==> config.mk <==
export PLATFORM = sky130hd
export DESIGN_NAME = fill_sequencer
export DESIGN_NICKNAME = d
export VERILOG_FILES = /design/src/rtl/fill_sequencer.sv
export SDC_FILE = /design/constraint.sdc
export NUM_CORES = 1
export LEC_CHECK = 0
export CAP_MARGIN = 10
export CORE_UTILIZATION = 58
export DETAILED_ROUTE_END_ITERATION = 16
export PLACE_DENSITY = 0.85
export SYNTH_ARGS = -nofsm -noshare
export SYNTH_HDL_FRONTEND = slang
export SYNTH_SLANG_ARGS = --single-unit
==> constraint.sdc <==
create_clock -name in_clk -period 3.53 [get_ports in_clk]
set_input_delay 0.5295 -clock in_clk [delete_from_list [all_inputs] [get_ports in_clk]]
set_output_delay 0.5295 -clock in_clk [all_outputs]
set_load 0.05 [all_outputs]
==> src/rtl/fill_sequencer.sv <==
// Fill-colour sequencer: walks a small writable palette and offers each
// colour to a display driver through a valid/ready handshake.
//
// state      | meaning
// -----------+-----------------------------------------------------------
// ST_PRESENT | out_color is offered (out_valid=1) and waits for in_ready
// ST_IDLE    | colour accepted; waiting for dwell expiry (AUTO) or in_step (STEP)
module fill_sequencer #(
  parameter int N_COLORS     = 3,
  parameter int COLOR_WIDTH  = 16,
  parameter int DWELL_CYCLES = 16777216,
  parameter logic [N_COLORS*COLOR_WIDTH-1:0] DEFAULT_PALETTE =
    {16'h000f, 16'h03e0, 16'hf800},
  localparam int AW = (N_COLORS > 1) ? $clog2(N_COLORS) : 1
) (
  input  logic                   in_clk,
  input  logic                   in_rst_n,
  input  logic [1:0]             in_mode,
  input  logic                   in_dir,
  input  logic                   in_step,
  input  logic                   in_wr_en,
  input  logic [AW-1:0]          in_wr_addr,
  input  logic [COLOR_WIDTH-1:0] in_wr_data,
  input  logic                   in_ready,
  output logic [COLOR_WIDTH-1:0] out_color,
  output logic                   out_valid,
  output logic [AW-1:0]          out_index
);

  localparam int DW = $clog2(DWELL_CYCLES);
  localparam logic [DW-1:0] DWELL_LAST = DW'(DWELL_CYCLES - 1);
  localparam logic [AW-1:0] LAST_IDX   = AW'(N_COLORS - 1);
  localparam logic [1:0]    MODE_AUTO  = 2'd0;
  localparam logic [1:0]    MODE_STEP  = 2'd2;

  typedef enum logic {ST_PRESENT = 1'b0, ST_IDLE = 1'b1} state_t;

  logic [1:0]             r_rst_sync;
  logic                   w_rst_n;
  state_t                 r_state;
  state_t                 w_state_nxt;
  logic [AW-1:0]          r_idx;
  logic [AW-1:0]          w_next_idx;
  logic [COLOR_WIDTH-1:0] r_color;
  logic [COLOR_WIDTH-1:0] w_color_nxt;
  logic [DW-1:0]          r_dwell;
  logic [DW-1:0]          w_dwell_nxt;
  logic [1:0]             r_mode_prev;
  logic                   w_mode_chg;
  logic                   w_advance;
  logic                   w_wr_hit;
  logic [COLOR_WIDTH-1:0] r_palette [N_COLORS];

  // Reset asserts asynchronously, releases two clocks later in the clock domain
  always_ff @(posedge in_clk or negedge in_rst_n) begin
    if (!in_rst_n) r_rst_sync <= 2'b00;
    else           r_rst_sync <= {r_rst_sync[0], 1'b1};
  end

  assign w_rst_n    = r_rst_sync[1];
  assign w_mode_chg = (in_mode != r_mode_prev);
  assign w_wr_hit   = in_wr_en && (int'(in_wr_addr) < N_COLORS);

  // Index that an advance would move to, wrapping at both ends
  always_comb begin
    w_next_idx = r_idx;
    if (in_dir) w_next_idx = (r_idx == '0) ? LAST_IDX : r_idx - AW'(1);
    else        w_next_idx = (r_idx == LAST_IDX) ? '0 : r_idx + AW'(1);
  end

  // New colour bypasses a same-edge palette write to the target entry
  always_comb begin
    w_color_nxt = r_palette[w_next_idx];
    if (w_wr_hit && (in_wr_addr == w_next_idx)) w_color_nxt = in_wr_data;
  end

  // State register
  always_ff @(posedge in_clk or negedge w_rst_n) begin
    if (!w_rst_n) r_state <= ST_PRESENT;
    else          r_state <= w_state_nxt;
  end

  // Next state, advance decision and dwell counter next value
  always_comb begin
    w_state_nxt = r_state;
    w_advance   = 1'b0;
    w_dwell_nxt = r_dwell;
    unique case (r_state)
      ST_PRESENT: begin
        w_dwell_nxt = '0;
        if (in_ready) w_state_nxt = ST_IDLE;
      end
      ST_IDLE: begin
        case (in_mode)
          MODE_AUTO: begin
            if (w_mode_chg) begin
              w_dwell_nxt = '0;
            end else if (r_dwell == DWELL_LAST) begin
              w_dwell_nxt = '0;
              w_advance   = 1'b1;
            end else begin
              w_dwell_nxt = r_dwell + DW'(1);
            end
          end
          MODE_STEP: begin
            if (w_mode_chg) w_dwell_nxt = '0;
            w_advance = in_step;
          end
          default: begin
            if (w_mode_chg) w_dwell_nxt = '0;
          end
        endcase
        if (w_advance) w_state_nxt = ST_PRESENT;
      end
      default: w_state_nxt = ST_PRESENT;
    endcase
  end

  // Index, offered colour, dwell counter and mode history
  always_ff @(posedge in_clk or negedge w_rst_n) begin
    if (!w_rst_n) begin
      r_idx       <= '0;
      r_color     <= DEFAULT_PALETTE[COLOR_WIDTH-1:0];
      r_dwell     <= '0;
      r_mode_prev <= MODE_AUTO;
    end else begin
      r_dwell     <= w_dwell_nxt;
      r_mode_prev <= in_mode;
      if (w_advance) begin
        r_idx   <= w_next_idx;
        r_color <= w_color_nxt;
      end
    end
  end

  // Palette storage; out-of-range write addresses are dropped
  always_ff @(posedge in_clk or negedge w_rst_n) begin
    if (!w_rst_n) begin
      for (int i = 0; i < N_COLORS; i++)
        r_palette[i] <= DEFAULT_PALETTE[i*COLOR_WIDTH +: COLOR_WIDTH];
    end else if (w_wr_hit) begin
      r_palette[in_wr_addr] <= in_wr_data;
    end
  end

  assign out_valid = (r_state == ST_PRESENT);
  assign out_color = r_color;
  assign out_index = r_idx;

endmodule

==> flow_summary.yaml <==
yosys:
  avgSynthCellArea_sq_um: 11.4
  synthAdderAreaFrac_pct: 1.02
  synthesis.area_sq_um: 4890
  synth.distinct_cells: 52
  yosys.area_share.simple_pct: 15.7
  synth_warnings: 0
  synth_top_cell_by_area: "dfrtp_1"
  muxShareOfSynthArea_pct: 14.5
  synth_top_family_by_area: "compound AO/OA/AOI/OAI gates"
  yosysMostFrequentCell: "dfrtp_1"
  synth_common_cells: "76 x dfrtp_1, 48 x mux2_2, 23 x or3_1, 21 x nand2_1, 19 x dfstp_2"
  synthTopCellsByArea: "dfrtp_1 39%, mux2_2 11%, dfstp_2 10%, mux2i_1 3.5%, or3_1 2.9%"
  synth-edff-count: 0
  ys.flop_type: "dfrtp_1"
  ys_seq_area_share_pct: 49.1
  synth-compound-area-share_pct: 15.8
  netlist_instances: 428
  ys_ff_latch: 95
  synth_nets: 458
  synthArstFlopShare_pct: 100
  synth_top_cell_area_share_pct: 38.9
  synth_xor_area_share_pct: 0.179
cts:
  clockRootBuffer: "clkbuf_8"
  cts.path.max_buffers: 2
  cts_tree: "built"
  htree_levels: 3
  clkTransAtPathRegs_ps: 90
  cts-resized-gates: 0
  numCtsBuffers: 9
  cts_sinks: 95
  holdBufCountCts: 0
  clock_latency_ps: 360
  cts_setup_buffers: 0
global_route:
  grt-ovfl-total: 0
  grt_usage_pct: 25.8
  grt_max_degree: 79
  grt_pass1_vias: 3605
  grt_pass1_wl_um: 17600
  antenna_found_initial: 0
die:
  io_pins: 45
  die_h_um: 93.8
  dieArea_sq_um: 8810
  die_x_um: 93.8
  rows: 33
  start_util_pct: 59.8
  coreArea_sq_um: 8180
layout:
  n_antenna_cell: 0
  synthToLayoutAreaGrowth_pct: 14.9
  layout-drive-gt1-share_pct: 24.7
  fin_area_sq_um: 5620
  nNetsFinal: 499
  finalNonFillerCells: 579
outcome:
  status: "complete, no violations"
placement:
  dpl.cell_count: 563
  gp_congestion: 0.803
  placed_area_sq_um: 5410
  pre_cts_ws_ps: 850
  place_hpwl_um: 6750
  io_buffer_count: 44
setup_path:
  slowest_stage: "dfrtp_1"
  reg2reg_to: "out_color[6]"
  end_kind: "flip-flop"
  worstPathMaxFanout: 32
  reg2regPathDepth: 7
  crit_chain: "inv_1, ha_1, and2_1, or3_1, and4b_4, or3_1, a31o_1"
  path_class: "flip-flop to flip-flop"
  start_kind: "flip-flop"
  crit_path_max_incr_delay_ps: 430
  cp.required_ps: 3790
  cp_data_arrival_time_ps: 2650
  r2r_slack_ps: 1140
  crit_top_cell: "or3_1"
  critPathTopFamily: "simple AND/OR/NAND/NOR gates"
  r2r_start: "out_index[0]"
  path_buf_inv: 1
sta:
  finalCritPeriodShare_pct: 67.8
  finalSetupTns_ps: 0
  min_period_ps: 2390
  hold_viol: 0
  maxSlewViolCount: 0
  setup_viol: 0
  relSlewSlack_pct: 34.0
  finClkSkew_ps: 13.4
  worstMarginPinSlew_ps: 990
  rsz0062_at_grt: "no"
  fmax_mhz: 418
  fin_ws_ps: 1140
job:
  drv_cap: 0
pwr:
  power_density_nw_per_um2: 614
  p_leak_nw: 2.40
  ir_worst_vdd_mv: 0.473
detailed_routing:
  drcViolationCount: 0
  first_iter_violations: 152
  avgViaCountPerCell: 6.16
  ant_nets: 0
  routed_wl_um: 10300
  vias: 3565
  first_pass_iters: 4
  avgRoutedWirePerCell_um: 17.8
worst_hold_path:
  min_path_type: "primary input to asynchronous set/reset pin"
==> cell type report <==
| cell class | instances | area, sq um |
|---|---|---|
| inverters | 10 | 37.5 |
| flip-flops and latches | 95 | 2400 |
| clock inverters | 5 | 63.8 |
| fillers | 584 | 2550 |
| repair buffers | 54 | 515 |
| multi-input cells | 299 | 2320 |
| well taps | 105 | 131 |
| clock buffers | 11 | 151 |
==> power by group <==
group	total, mW	switching [mW]	internal, mW
Clock	0.760	0.389	0.371
Sequential	1.45	0.130	1.32
Combinational	1.24	0.696	0.539
Total	3.45	1.22	2.24
==> metrics by stage <==
| stage | hold slack [ps] | total power, mW | util, % |
|---|---|---|---|
| finish | 326 | 3.45 | 68.7 |
| global route | 312 | 3.63 | 68.7 |
| CTS | 317 | 3.48 | 68.7 |
| detailed placement | 335 | 2.71 | 66.1 |
| global placement | 340 | 2.67 | 66.1 |
| floorplan | 234 | 2.33 | - |
==> flip-flops by register name (all words and copies together), names as in the netlist <==
register / cells
out_color: 16
r_state: 1
r_rst_sync: 2
r_dwell: 24
r_palette: 48
r_mode_prev: 2
out_index: 2
==> routing by layer <==
| layer | vias up | share of wire, % | GRT usage [%] | routed length (um) |
|---|---|---|---|---|
| met4 | 0 | 1.3 | 8.97 | 137 |
| li1 | 1672 | - | - | - |
| met2 | 84 | 52 | 45.0 | 5340 |
| met3 | 13 | 4.2 | 3.96 | 430 |
| met5 | - | 0 | 0 | 0 |
| met1 | 1796 | 43 | 32.5 | 4380 |
==> worst max path at each step <==
stage / from / end / slack (ps) / cells after the start
global placement: in_dir / out_color[0] / 910 / 6
detailed placement: in_dir / out_color[7] / 850 / 6
floorplan: r_rst_sync[1] / out_color[0] / 720 / 0
CTS: out_index[0] / out_color[0] / 1130 / 7
global route: out_index[0] / out_color[5] / 1010 / 7
finish: out_index[0] / out_color[6] / 1140 / 7
==> worst reg2reg max path: stages (launching register included) <==
cell     delay [ps]
dfrtp_1         430
inv_1            90
ha_1            290
and2_1          200
or3_1           310
and4b_4         330
or3_1           430
a31o_1          210
==> kinds of logic after synthesis <==
| logic type | count (synthesis) |
|---|---|
| AOI/OAI and AO/OA | 108 |
| DFF | 95 |
| other | 1 |
| buffers and inverters | 34 |
| and+or+nand+nor | 120 |
| xor gates and xnor gates | 1 |
| muxes | 65 |
| adders and majority gates | 4 |
==> cell usage in the layout, fill, tap and decap left out, drive strengths merged, types with 2 or more instances in the layout <==
master,n
a21oi,16
a22o,2
a31o,17
a31oi,16
a41oi,2
and2,19
and3,4
and4b,2
buf,10
clkbuf,11
clkdlybuf4s50,44
clkinv,2
dfrtp,76
dfstp,19
ha,4
inv,11
mux2,48
mux2i,17
nand2,21
nand3,13
nand3b,2
nand4,8
nor2,15
nor3,3
nor4,5
o21ai,17
o21bai,16
o2bb2ai,16
o31ai,3
or3,23
Power figures use the tool's default switching activity.
